<file path="src/rtl/nco_multi.sv">
// Time-multiplexed multi-channel NCO: one strobe streams one sine code per channel.
// Define QUARTER_WAVE_EN to store only the first quadrant of the sine table.
module nco_multi #(
    parameter int NUM_CH  = 4,
    parameter int PHASE_W = 24,
    parameter int LUT_AW  = 8,
    parameter int CODE_W  = 10,
    localparam int CH_W   = (NUM_CH > 1) ? $clog2(NUM_CH) : 1
) (
    input  logic               clk,
    input  logic               rst,
    input  logic               cfg_we,
    input  logic [1:0]         cfg_sel,
    input  logic [CH_W-1:0]    cfg_ch,
    input  logic [PHASE_W-1:0] cfg_data,
    input  logic               next_sample,
    output logic               busy,
    output logic               sample_overrun,
    output logic               out_valid,
    input  logic               out_ready,
    output logic [CH_W-1:0]    out_ch,
    output logic [CODE_W-1:0]  out_code
);

    localparam int DEPTH = 1 << LUT_AW;
    localparam real PI = 3.14159265358979323846;
    localparam logic [CH_W-1:0] LAST = CH_W'(NUM_CH - 1);

    typedef enum logic {
        IDLE,
        RUN
    } state_t;

    state_t              state_q;
    logic [CH_W-1:0]     idx_q;
    logic                busy_q;
    logic                ovr_q;
    logic                vld_q;
    logic [CH_W-1:0]     ch_q;
    logic [CODE_W-1:0]   code_q;

    logic [PHASE_W-1:0]  acc_q [NUM_CH];
    logic [PHASE_W-1:0]  acc_d [NUM_CH];
    logic [PHASE_W-1:0]  fcw_q [NUM_CH];
    logic [PHASE_W-1:0]  fcw_d [NUM_CH];
    logic [PHASE_W-1:0]  off_q [NUM_CH];
    logic [PHASE_W-1:0]  off_d [NUM_CH];

    logic                issue;
    logic                cfg_hit;
    logic [PHASE_W-1:0]  phase;
    logic [LUT_AW-1:0]   addr;
    logic [CODE_W-1:0]   lut_data;

    // Symmetric rounding keeps the table odd-symmetric about mid-scale.
    function automatic logic [CODE_W-1:0] sine_code(input int k);
        real amp;
        real v;
        int  r;
        amp = real'((1 << (CODE_W - 1)) - 1);
        v   = amp * $sin(2.0 * PI * real'(k) / real'(DEPTH));
        if (v >= 0.0) r = $rtoi(v + 0.5);
        else          r = -$rtoi(0.5 - v);
        return CODE_W'((1 << (CODE_W - 1)) + r);
    endfunction

    assign issue   = (state_q == RUN) && (!vld_q || out_ready);
    assign cfg_hit = cfg_we && (int'(cfg_ch) < NUM_CH);
    assign phase   = acc_q[idx_q] + off_q[idx_q];
    assign addr    = phase[PHASE_W-1 -: LUT_AW];

`ifdef QUARTER_WAVE_EN
    localparam int QD   = DEPTH / 4;
    localparam int QA_W = LUT_AW - 1;

    logic [CODE_W-1:0] rom [QD + 1];
    logic [1:0]        quad;
    logic [LUT_AW-3:0] lo;
    logic [QA_W-1:0]   qa;
    logic [CODE_W-1:0] qv;
    logic [CODE_W:0]   neg;
    logic              unused_bits;

    for (genvar k = 0; k <= QD; k++) begin : g_rom
        assign rom[k] = sine_code(k);
    end

    // Quadrants 1/3 mirror the address, quadrants 2/3 negate about mid-scale.
    assign quad     = addr[LUT_AW-1 -: 2];
    assign lo       = addr[LUT_AW-3:0];
    assign qa       = quad[0] ? (QA_W'(QD) - {1'b0, lo}) : {1'b0, lo};
    assign qv       = rom[qa];
    assign neg      = (CODE_W+1)'(1 << CODE_W) - {1'b0, qv};
    assign lut_data = quad[1] ? neg[CODE_W-1:0] : qv;

    assign unused_bits = ^{phase[PHASE_W-LUT_AW-1:0], neg[CODE_W]};
`else
    logic [CODE_W-1:0] rom [DEPTH];
    logic              unused_bits;

    for (genvar k = 0; k < DEPTH; k++) begin : g_rom
        assign rom[k] = sine_code(k);
    end

    assign lut_data    = rom[addr];
    assign unused_bits = ^phase[PHASE_W-LUT_AW-1:0];
`endif

    // Clear is applied after the issue update so it wins on a collision.
    always_comb begin
        for (int i = 0; i < NUM_CH; i++) begin
            acc_d[i] = acc_q[i];
            fcw_d[i] = fcw_q[i];
            off_d[i] = off_q[i];
        end
        if (issue) begin
            acc_d[idx_q] = acc_q[idx_q] + fcw_q[idx_q];
        end
        if (cfg_hit) begin
            case (cfg_sel)
                2'd0:    fcw_d[cfg_ch] = cfg_data;
                2'd1:    off_d[cfg_ch] = cfg_data;
                2'd2:    acc_d[cfg_ch] = '0;
                default: ;
            endcase
        end
    end

    always_ff @(posedge clk) begin
        if (rst) begin
            for (int i = 0; i < NUM_CH; i++) begin
                acc_q[i] <= '0;
                fcw_q[i] <= '0;
                off_q[i] <= '0;
            end
        end else begin
            acc_q <= acc_d;
            fcw_q <= fcw_d;
            off_q <= off_d;
        end
    end

    always_ff @(posedge clk) begin
        if (rst) begin
            state_q <= IDLE;
            idx_q   <= '0;
            busy_q  <= 1'b0;
            ovr_q   <= 1'b0;
            vld_q   <= 1'b0;
            ch_q    <= '0;
            code_q  <= '0;
        end else begin
            case (state_q)
                IDLE: begin
                    if (next_sample) begin
                        state_q <= RUN;
                        idx_q   <= '0;
                        busy_q  <= 1'b1;
                    end
                end
                RUN: begin
                    if (next_sample) ovr_q <= 1'b1;
                    if (issue) begin
                        if (idx_q == LAST) begin
                            state_q <= IDLE;
                            busy_q  <= 1'b0;
                        end else begin
                            idx_q <= idx_q + 1'b1;
                        end
                    end
                end
                default: state_q <= IDLE;
            endcase
            if (issue) begin
                vld_q  <= 1'b1;
                ch_q   <= idx_q;
                code_q <= lut_data;
            end else if (out_ready) begin
                vld_q <= 1'b0;
            end
        end
    end

    assign busy           = busy_q;
    assign sample_overrun = ovr_q;
    assign out_valid      = vld_q;
    assign out_ch         = ch_q;
    assign out_code       = code_q;

endmodule
</file>
<file path="config.mk">
export PLATFORM = sky130hd
export DESIGN_NAME = nco_multi
export DESIGN_NICKNAME = d
export VERILOG_FILES = /design/src/rtl/nco_multi.sv
export SDC_FILE = /design/constraint.sdc
export NUM_CORES = 1
export LEC_CHECK = 0
export BUFFER_PORTS_ARGS = -buffer_cell sky130_fd_sc_hd__clkbuf_2
export CORE_MARGIN = 1.5
export CORE_UTILIZATION = 40
export CTS_BUF_LIST = sky130_fd_sc_hd__clkbuf_4
export DETAILED_ROUTE_END_ITERATION = 12
export GPL_TIMING_DRIVEN = 0
export PLACE_DENSITY = 0.63
export SLEW_MARGIN = 20
export SYNTH_ARGS = -nofsm -noshare
export SYNTH_HDL_FRONTEND = slang
export SYNTH_SLANG_ARGS = --single-unit
</file>
<file path="constraint.sdc">
create_clock -name clk -period 11.2 [get_ports clk]
set_clock_uncertainty 0.2 [all_clocks]
set_input_delay 0 -clock clk [delete_from_list [all_inputs] [get_ports clk]]
set_output_delay 0 -clock clk [all_outputs]
set_load 0.1 [all_outputs]
</file>
==> run metrics <==
CP Capture Type=flop; Final Cell Area=19500 µm²; flop2flop setup slack=2.24 ns; final hold vios=0; crit-path max FO=13; DIE HEIGHT=210 µm; post-route ant nets=0; final critical-path required period=8.96 ns; r2r worst-path depth=20; Top FF cell, synth=dfxtp_1; die width=210 µm; Tightest Hold Check Type=in -> reg; num ports=48; synthesized area=17100 µm²; grt ovf=0; GRT Total Usage=0.306; worst setup margin=2.24 ns; Area growth syn-to-layout=14.1%; buffer count from post-CTS setup fixing=0; routed wire length=68.0 mm; Clock Pin Slew Worst Setup and Hold Paths=0.07 ns; startpoint types=flop; Setup WS pre-CTS=2.52 ns; H-tree levels=3; initial antenna violation count=2; post-synthesis register bit count=306; HPWL Detailed=50.5 mm; Power Dens Cells=120 nW/µm²; worst setup path start=idx_q[1]; Switch Pwr=0.670 mW; end of the critical path=out_code[1]; setup TNS=0 ns; Clock Sink Count=306; share of layout cells above drive strength 1=0.121; vias in the first global route=17000; Mapped Cells=2185; Row Count=75; Synth top cells by count=nand2_1 (570), a21oi_1 (350), dfxtp_1 (306), nor2_1 (182), clkbuf_1 (121); largest net degree at the start of global routing=15; Pint=1.66 mW; Synth async-reset ratio=0; CTS tree=built; r2r startpoint=idx_q[1]; outcome=finished, final reports clean; P_leak=6.86 nW; Nets=2450; Port Buffer Count=22; Yosys top cell area share=0.359; RSZ-0062 raised after global routing=false; critical path data arrival time=9.39 ns; Core Area=42000 µm²; Slew Limit Headroom=0.219; count leader, synth=nand2_1; later-pin clock latency in the skew report=0.74 ns; sequential share of the synthesized area=0.359; part of the power in registers=0.477; CP Data Required Time=11.62 ns; maximum vdd drop=106 µV; post-synth top area cell=dfxtp_1; global-route wire length before repair=102 mm; Residual DRC=0; Cell Area, Placed=17900 µm²; Slew Viols, Final=0; first drt pass iteration count=8; Vias=17600; Yosys warning count=0; clock power share=0.399; CTS Buffer Depth=3; max cap viols=0; synth top area cells=dfxtp_1 (36%), nand2_1 (13%), a21oi_1 (10%); routability cong.=0.988; vias per inst=5.98; Initial Utilization=0.406; achievable frequency=112 MHz; syn_nets=2277; Post-synth EDFFs=0; Worst-Margin Slew=1.16 ns; cts bufs inserted=81; Sw Share=0.288; die area=43900 µm²; clk root buf=clkbuf_4; Syn Area/Cell=7.81 µm²; Crit Path Class=reg -> reg; Iteration-0 DRC Markers=1733; post-synthesis cell type count=88; Combinational Power Share=0.123; r2r endpoint=out_code[1]; # setup viols final=0; WL/cell=23.1 µm; Tcrit/Tclk final=0.800
final cells by class:
class,count,area (µm²)
Clock buffer,109,818
Tap cell,539,674
Buffer,183,764
Antenna cell,1,2.50
Fill cell,4213,22600
Inverter,22,82.6
Timing Repair Buffer,90,788
Clock inverter,21,116
Sequential cell,306,6130
Multi-Input combinational cell,1674,10100
cells by family after synthesis:
| kind of cell | share of synthesized area |
|---|---|
| adders and majority gates | 0.0437 |
| and+or+nand+nor | 0.214 |
| buffers and inverters | 0.0496 |
| DFF | 0.359 |
| AOI/OAI and AO/OA | 0.221 |
| muxes | 0.0963 |
| xor gates and xnor gates | 0.0158 |
power groups by stage:
stage | sequential (mW) | combinational (mW) | clock (mW)
final | 1.11 | 0.288 | 0.930
after global routing | 1.11 | 0.302 | 1.01
after global placement | 1.14 | 0.262 | 0
after detailed placement | 1.14 | 0.262 | 0
after CTS | 1.11 | 0.280 | 0.945
after floorplan | 1.16 | 0.150 | 0
cells in the final DEF (no fill, tap or decap), types with 13 or more instances in the layout:
cell type,n
o21ai_1,13
clkbuf_1,121
nor3_1,40
a21oi_1,350
nand3_1,22
and3_1,15
xnor2_1,16
clkbuf_2,47
nand2_1,570
mux4_2,72
o211ai_1,15
dlygate4sd3_1,67
o21a_1,14
nand2b_1,16
buf_2,22
clkbuf_4,109
a211oi_1,27
nor2_1,182
dfxtp_1,306
a31oi_1,21
ha_1,58
inv_1,20
o21ai_0,50
worst min-delay path by stage:
stage | start | endpoint | slack (ns) | depth (start not counted)
5_1_grt | next_sample | busy | 0.07 | 4
2_1_floorplan | next_sample | sample_overrun | -0.06 | 2
6_report | next_sample | busy | 0.08 | 4
4_1_cts | next_sample | busy | 0.04 | 4
3_5_place_dp | next_sample | sample_overrun | 0.1 | 3
3_3_place_gp | next_sample | sample_overrun | 0.09 | 3
metal layers:
metal | vias up | track usage | routed length, µm
met5 | - | 0 | 0
met4 | 0 | 0.119 | 2190
met2 | 795 | 0.516 | 32500
met3 | 141 | 0.0560 | 5280
met1 | 8591 | 0.388 | 28000
li1 | 8080 | - | -
state kept, by name (all words and copies together) (netlist names):
register and count:
out_code 10, state_q 1, acc_q 96, busy 1
sample_overrun 1, fcw_q 96, out_ch 2, idx_q 2
off_q 96, out_valid 1
critical path: stages, from the launching register on:
cell and delay [ns]:
dfxtp_1 0.45, buf_1 0.71, clkbuf_1 0.65, clkbuf_1 0.75, mux4_2 0.48, ha_1 0.38
a211o_1 0.31, a311oi_1 0.65, a21oi_1 0.20, xnor2_1 0.30, inv_2 0.11, clkbuf_1 0.42
buf_2 0.44, ha_1 0.40, clkbuf_1 0.50, nor2_1 0.32, nor3_1 0.26, a21oi_1 0.09
a2111oi_0 0.91, a31oi_1 0.15, o211ai_1 0.22
per-stage QoR:
stage | power [mW] | instances | utilization | hold WS [ns]
global route | 2.42 | 2945 | 0.463 | 0.0659
CTS | 2.34 | 2944 | 0.463 | 0.0433
detailed placement | 1.40 | 2747 | 0.425 | 0.0976
global placement | 1.40 | 2746 | 0.424 | 0.0865
floorplan | 1.31 | 2185 | - | -0.0553
finish | 2.33 | 2945 | 0.463 | 0.0800
what timing repair did:
item / 4_1_cts / 5_1_grt
hold buffers: 67 / 0
endpoints found under the hold margin: 221 / 0
resized for setup: 0 / 0
No activity file was read; power rests on OpenSTA's default activity.
